<file path="config.mk">
export PLATFORM = sky130hd
export DESIGN_NAME = dbus_rr_arbiter
export DESIGN_NICKNAME = d
export VERILOG_FILES = /design/src/rtl/dbus_rr_arbiter.sv
export SDC_FILE = /design/constraint.sdc
export NUM_CORES = 1
export LEC_CHECK = 0
export CAP_MARGIN = 20
export CORE_AREA = 4 4 214 216
export DETAILED_ROUTE_END_ITERATION = 8
export DIE_AREA = 0 0 218 220
export SLEW_MARGIN = 20
export SYNTH_ARGS = -nofsm -noshare
export SYNTH_HDL_FRONTEND = slang
export SYNTH_SLANG_ARGS = --single-unit
export TNS_END_PERCENT = 20
</file>
<file path="constraint.sdc">
create_clock -name clk -period 7.15 [get_ports clk]
set_input_delay 1.43 -clock clk [delete_from_list [all_inputs] [get_ports clk]]
set_output_delay 1.43 -clock clk [all_outputs]
set_load 0.02 [all_outputs]
</file>
<file path="src/rtl/dbus_rr_arbiter.sv">
// Round-robin arbiter folding NREQ dbus requesters onto one downstream dbus
// port. Only one transaction is in flight downstream at a time. Issue is
// zero-latency from IDLE, and the grant is held in BUSY until data_ok.
//
// Handshake: a requester raises valid with a stable payload and keeps both
// until it sees its own data_ok. Downstream, oreq.valid is held with a stable
// payload until oresp.data_ok. A cycle with oreq.valid && oresp.data_ok
// completes the transaction. addr_ok is not used as a separate phase;
// upstream it mirrors data_ok.

package dbus_rr_arbiter_pkg;

  typedef struct packed {
    logic        valid;
    logic        wr;
    logic [3:0]  wstrb;
    logic [31:0] addr;
    logic [31:0] wdata;
  } dbus_req_t;

  typedef struct packed {
    logic        addr_ok;
    logic        data_ok;
    logic [31:0] data;
  } dbus_resp_t;

  typedef enum logic {
    IDLE = 1'b0,
    BUSY = 1'b1
  } state_t;

endpackage

module dbus_rr_arbiter
  import dbus_rr_arbiter_pkg::*;
#(
  parameter  int NREQ = 4,
  localparam int IW   = $clog2(NREQ)
) (
  input  logic                 clk,
  input  logic                 reset,
  input  dbus_req_t [NREQ-1:0] ireq,
  output dbus_resp_t [NREQ-1:0] iresp,
  output dbus_req_t            oreq,
  input  dbus_resp_t           oresp,
  output logic                 busy,
  output logic [IW-1:0]        owner,
  output logic [31:0]          txn_count,
  output state_t               dbg_state,
  output logic [IW-1:0]        dbg_ptr
);

  state_t          state_q, state_d;
  logic [IW-1:0]   ptr_q, ptr_d;
  logic [IW-1:0]   owner_q, owner_d;
  dbus_req_t       saved_req_q, saved_req_d;
  logic [31:0]     txn_count_q;

  logic            found;
  logic [IW-1:0]   sel;
  logic            done;
  logic [IW-1:0]   done_idx;

  // Downstream addr_ok has no role: completion is signalled by data_ok alone.
  logic            unused_addr_ok;
  assign unused_addr_ok = oresp.addr_ok;

  // Advance an index by one, wrapping NREQ-1 back to 0.
  function automatic logic [IW-1:0] wrap_inc(input logic [IW-1:0] v);
    if (v == IW'(NREQ - 1)) return '0;
    else                    return v + IW'(1);
  endfunction

  // Pick the first valid requester, starting at ptr and wrapping.
  always_comb begin
    found = 1'b0;
    sel   = '0;
    for (int k = 0; k < NREQ; k++) begin
      logic [IW-1:0] idx;
      idx = IW'((int'(ptr_q) + k) % NREQ);
      if (!found && ireq[idx].valid) begin
        found = 1'b1;
        sel   = idx;
      end
    end
  end

  // Next state, downstream request, and completion routing.
  always_comb begin
    state_d     = state_q;
    ptr_d       = ptr_q;
    owner_d     = owner_q;
    saved_req_d = saved_req_q;
    oreq        = '0;
    owner       = '0;
    done        = 1'b0;
    done_idx    = '0;

    case (state_q)
      IDLE: begin
        if (found) begin
          oreq  = ireq[sel];
          owner = sel;
          if (oresp.data_ok) begin
            done     = 1'b1;
            done_idx = sel;
            ptr_d    = wrap_inc(sel);
          end else begin
            state_d     = BUSY;
            saved_req_d = ireq[sel];
            owner_d     = sel;
          end
        end
      end
      BUSY: begin
        // The latched copy is replayed so upstream changes cannot leak through.
        oreq  = saved_req_q;
        owner = owner_q;
        if (oresp.data_ok) begin
          done     = 1'b1;
          done_idx = owner_q;
          ptr_d    = wrap_inc(owner_q);
          state_d  = IDLE;
        end
      end
      default: state_d = IDLE;
    endcase

    // Reset suppresses issue and completion; a BUSY transaction is dropped.
    if (!reset) begin
      oreq.valid = 1'b0;
      owner      = '0;
      done       = 1'b0;
    end
  end

  // Upstream responses: data broadcast, data_ok/addr_ok only to the owner.
  always_comb begin
    for (int i = 0; i < NREQ; i++) begin
      iresp[i].data    = oresp.data;
      iresp[i].data_ok = done && (done_idx == IW'(i));
      iresp[i].addr_ok = done && (done_idx == IW'(i));
    end
  end

  // State register, round-robin pointer, latched request and counter.
  always_ff @(posedge clk) begin
    if (!reset) begin
      state_q     <= IDLE;
      ptr_q       <= '0;
      owner_q     <= '0;
      saved_req_q <= '0;
      txn_count_q <= '0;
    end else begin
      state_q     <= state_d;
      ptr_q       <= ptr_d;
      owner_q     <= owner_d;
      saved_req_q <= saved_req_d;
      if (done) txn_count_q <= txn_count_q + 32'd1;
    end
  end

  assign busy      = (state_q == BUSY);
  assign txn_count = txn_count_q;
  assign dbg_state = state_q;
  assign dbg_ptr   = ptr_q;

endmodule

</file>
# After elaboration in Yosys (flattened, before gate mapping)
# Cells that the tools add are included.
[word_totals] reg_bits=107 inputBits=316 out_inout_bits=244
[classes] addsub=6 order_cmp=5 eq_ne=8 muxes=41 bitwise_logic=2 reduce_logical=13
[op_table] operator="70-bit binary-select mux with 2-bit select" n=5
[op_table] operator="70-bit 2-to-1 mux" n=6
[op_table] operator="70-bit case mux with 2 select lines" n=1
[op_table] operator="32-bit by 1-bit adder with 32-bit output (second input constant)" n=1
[op_table] operator="2-bit 2-to-1 mux" n=14
[op_table] operator="2-bit by 3-bit less-than comparator with 1-bit output (second input constant)" n=5
[op_table] operator="2-bit case mux with 2 select lines" n=3
[op_table] operator="1-bit 2-to-1 mux" n=10
[op_table] operator="2-bit equality test (second input constant)" n=4
[op_table] operator="1-bit logical AND" n=7
[op_table] operator="2-bit by 1-bit adder with 2-bit output (second input constant)" n=3
[op_table] operator="2-bit != test (second input constant)" n=3
[op_table] operator="3-bit AND reduction" n=2
[op_table] operator="2-bit adder (second input constant)" n=2
[op_table] operator="1-bit case mux with 2 select lines" n=2
[op_table] operator="1-bit zero test" n=3
[op_table] operator="2-bit by 1-bit equality test with 1-bit output (second input constant)" n=1
[op_table] operator="2-bit zero test" n=1
[op_table] operator="1-bit NOT" n=2

# Depth between registers and ports, before layout
[logic_depth] word_depth=17 depth_mapped=9 mapped_depth_nobuf=5

# Least setup slack after synthesis
# Ideal clock, no wire load.
[synth_path] path_kind="in2out" from="input ireq[139] in the netlist's numbering" to="output iresp[135] in the netlist's numbering" t_arrival_ns=3.356 path_slack_ns=2.364 cell_stages=9 path_cell_list="nand2b_1 > a21o_1 > a31oi_1 > buf_2 > buf_2 > buf_2 > a22oi_1 > nor3_1 > buf_4"
[synth_rtl] element="start: declaration" line_no="42" source="input dbus_req_t [NREQ-1:0] ireq,"
[synth_rtl] element="end: declaration" line_no="43" source="output dbus_resp_t [NREQ-1:0] iresp,"

==> out/results.tsv <==
stage	metric	value	unit
timing	setup_slack	1210	ps
drt	highest_layer	met4	
critical_path	cp.required	5720	ps
clock_tree	clkTransAtPathRegs	80	ps
floorplanning	dieArea	0.0480	mm2
critical_path	r2r_start	dbg_ptr[0]	
critical_path	cpPeakStageDelay	710	ps
placement	portBuffers	398	
power	p_sw_share	36.8	%
clock_tree	cts.sink_count	107	
synthesis	ys_warn_count	0	
power	p_int	1.34	mW
clock_tree	cts_tree	done	
synthesis	synth_cell_types	47	
global_route	antenna_found_initial	1	
critical_path	critical_path_buf_inv_count	3	
outcome	outcome	complete, no violations	
drt	ant_nets	0	
global_route	grt_max_degree	78	
critical_path	cp_top_family	buffers and inverters	
critical_path	crit_path_max_fanout	36	
layout	area_growth	48.7	%
layout	regArea	0.00215	mm2
placement	post-place-ws	1170	ps
worst_hold_path	holdCritStartpoint	saved_req_q[58]	
placement	placed_cells	1715	
floorplanning	die_x	218	um
synthesis	synth_async_sr_flop_share	0	%
clock_tree	cts_setup_buffers	0	
critical_path	cp-start-kind	input port	
floorplanning	start_util	17.9	%
drt	viasPerCell	4.56	
power	ir_drop	0.000112	V
layout	final_cell_mix	clkdlybuf4s50_1, nand2_1, mux2i_1	
drt	wl_met1	12.8	mm
timing	drv_slew	0	
layout	layout_commonest_cell	clkdlybuf4s50_1	
timing	worstMarginPinSlew	1030	ps
global_route	overflow	0	
placement	hpwl	26.2	mm
layout	diodes	0	
layout	final.fill_count	4721	
clock_tree	cts_max_level	3	
layout	multiInputGateArea	0.00440	mm2
clock_tree	holdBufCountCts	0	
drt	finalWirelength	33.8	mm
clock_tree	clockBufferDepth	2	
timing	fin_skew	10.2	ps
timing	fmax	168	MHz
critical_path	arrival	4510	ps
drt	wl_met2	17.4	mm
synthesis	synth_nets	1236	
drt	drtPass1Iterations	5	
drt	wl_met3	3.17	mm
synthesis	syn-cell-area	0.00788	mm2
critical_path	startpoint	ireq[139]	
synthesis	synth-edff-count	0	
floorplanning	ios	560	
clock_tree	root_buffer	clkbuf_16	
critical_path	crit_type	input port to output port	
layout	finalNonFillerCells	1731	
clock_tree	cts_resized	0	
critical_path	cpMaxStageDelayCell	or4_1	
power	pwr-share-seq	31.9	%
timing	period_needed	5940	ps
drt	remaining_drc_errors	0	
global_route	grt_usage	13.1	%
critical_path	crit_chain	clkdlybuf4s50_1 > or4_1 > nor2b_1 > nand2_4 > buf_4 > o221ai_1 > clkdlybuf4s50_1	
drt	wire_per_inst	19.5	um
flow_run	drv_cap	0	
clock_tree	cts_buffers	9	
timing	post-route-period-util	83.1	%
timing	grt_setup_unrepaired	no	
worst_hold_path	hp-class	flip-flop to flip-flop	
timing	tns	0	ps
floorplanning	fp-row-count	77	
synthesis	ys_seq_area_share	27.2	%
layout	layout.nets	1451	
power	cellPowerDensity	180	mW/mm2
clock_tree	clock_latency	380	ps
power	clkPwrFrac	25.7	%
synthesis	syn_inst	919	
critical_path	cp_common_cell	clkdlybuf4s50_1	
floorplanning	core-area	0.0439	mm2
floorplanning	fp.dieH	220	um
timing	relSlewSlack	31.3	%
placement	gp_congestion	0.787	
drt	drt_iter0_drc	337	
power	leakage	4.19	nW
global_route	grt_pass1_vias	7891	
synthesis	ys_seq_elements	107	
layout	layout-drive-gt1-share	4.04	%
critical_path	endpoint_kind	output port	
synthesis	syn_avg_cell_area	8.58	um2
global_route	grt_pass1_wl	48.7	mm
synthesis	synthFlopType	dfxtp_1	
timing	timing_hold_violations_final	0	
power	p_switching	776	uW
power	p_comb_share	42.4	%
timing	setup_viol_count_final	0	
drt	vias	7897	
power by group through the flow:
stage	registers, mW	logic [mW]	clock network, mW
6_report	0.674	0.895	0.543
5_1_grt	0.680	0.956	0.594
4_1_cts	0.674	0.911	0.575
3_5_place_dp	0.687	0.907	0
3_3_place_gp	0.684	0.900	0
2_1_floorplan	0.680	0.556	0
logic make-up (layout without fill, tap and decap cells):
family	after synthesis	count (layout)	share of synthesized area (%)
and+or+nand+nor	264	264	15.6
buffers and inverters	211	431	17.6
AOI/OAI and AO/OA	168	168	18.3
muxes	158	158	20.1
DFF	107	107	27.2
xor gates and xnor gates	10	10	1.11
adders and majority gates	1	1	0.159
stage by stage:
step / power (mW) / hold WS [ps] / util [%] / instance area (um2)
floorplan: 1.24 / 432 / - / 7880
global placement: 1.58 / 441 / 26.0 / 11400
detailed placement: 1.59 / 451 / 26.0 / 11400
CTS: 2.16 / 472 / 26.7 / 11700
global route: 2.23 / 482 / 26.7 / 11700
finish: 2.11 / 469 / 26.7 / 11700
Yosys cell counts (all sizes together), types with 6 or more instances:
master,number,share of area (%)
and3,6,0.48
nand3,18,1.3
mux2i,158,20
inv,6,0.29
nand2b,22,1.7
nand2,172,8.2
and2,12,0.95
xor2,6,0.67
buf,181,16
o221ai,138,15
clkbuf,24,1.1
nand4,8,0.71
nor2,6,0.32
dfxtp,107,27
nor3,8,0.65
worst reg2reg max path: stages (launching register included):
cell      delay [ps]
dfxtp_1          440
nand2b_1         210
nand3_1          170
a21oi_1          310
nand3_4          780
o221ai_1         600
sequential cells by signal, indices dropped and copies added (netlist names):
signal / count
dbg_ptr: 2
txn_count: 32
saved_req_q: 70
busy: 1
owner_q: 2
final timing paths:
path | slack [ps] | cells after the start | to
max | 1210 | 7 | oreq[12]
min | 470 | 2 | saved_req_q[58]
max reg2reg | 4530 | 5 | saved_req_q[45]
min reg2reg | 470 | 2 | saved_req_q[58]
layout make-up:
class	count	share of cell area (%)
flip-flops and latches	107	18.3
repair buffers	409	35.0
clock buffers	9	1.92
multi-input cells	601	37.5
well taps	592	6.32
inverters	6	0.192
clock inverters	7	0.779
layer usage:
metal,vias to the layer above,GRT usage (%)
li1,3693,-
met1,3788,14.5
met2,392,23.5
met3,24,5.39
met4,0,3.29
met5,-,0
No activity file was read; power rests on OpenSTA's default activity.
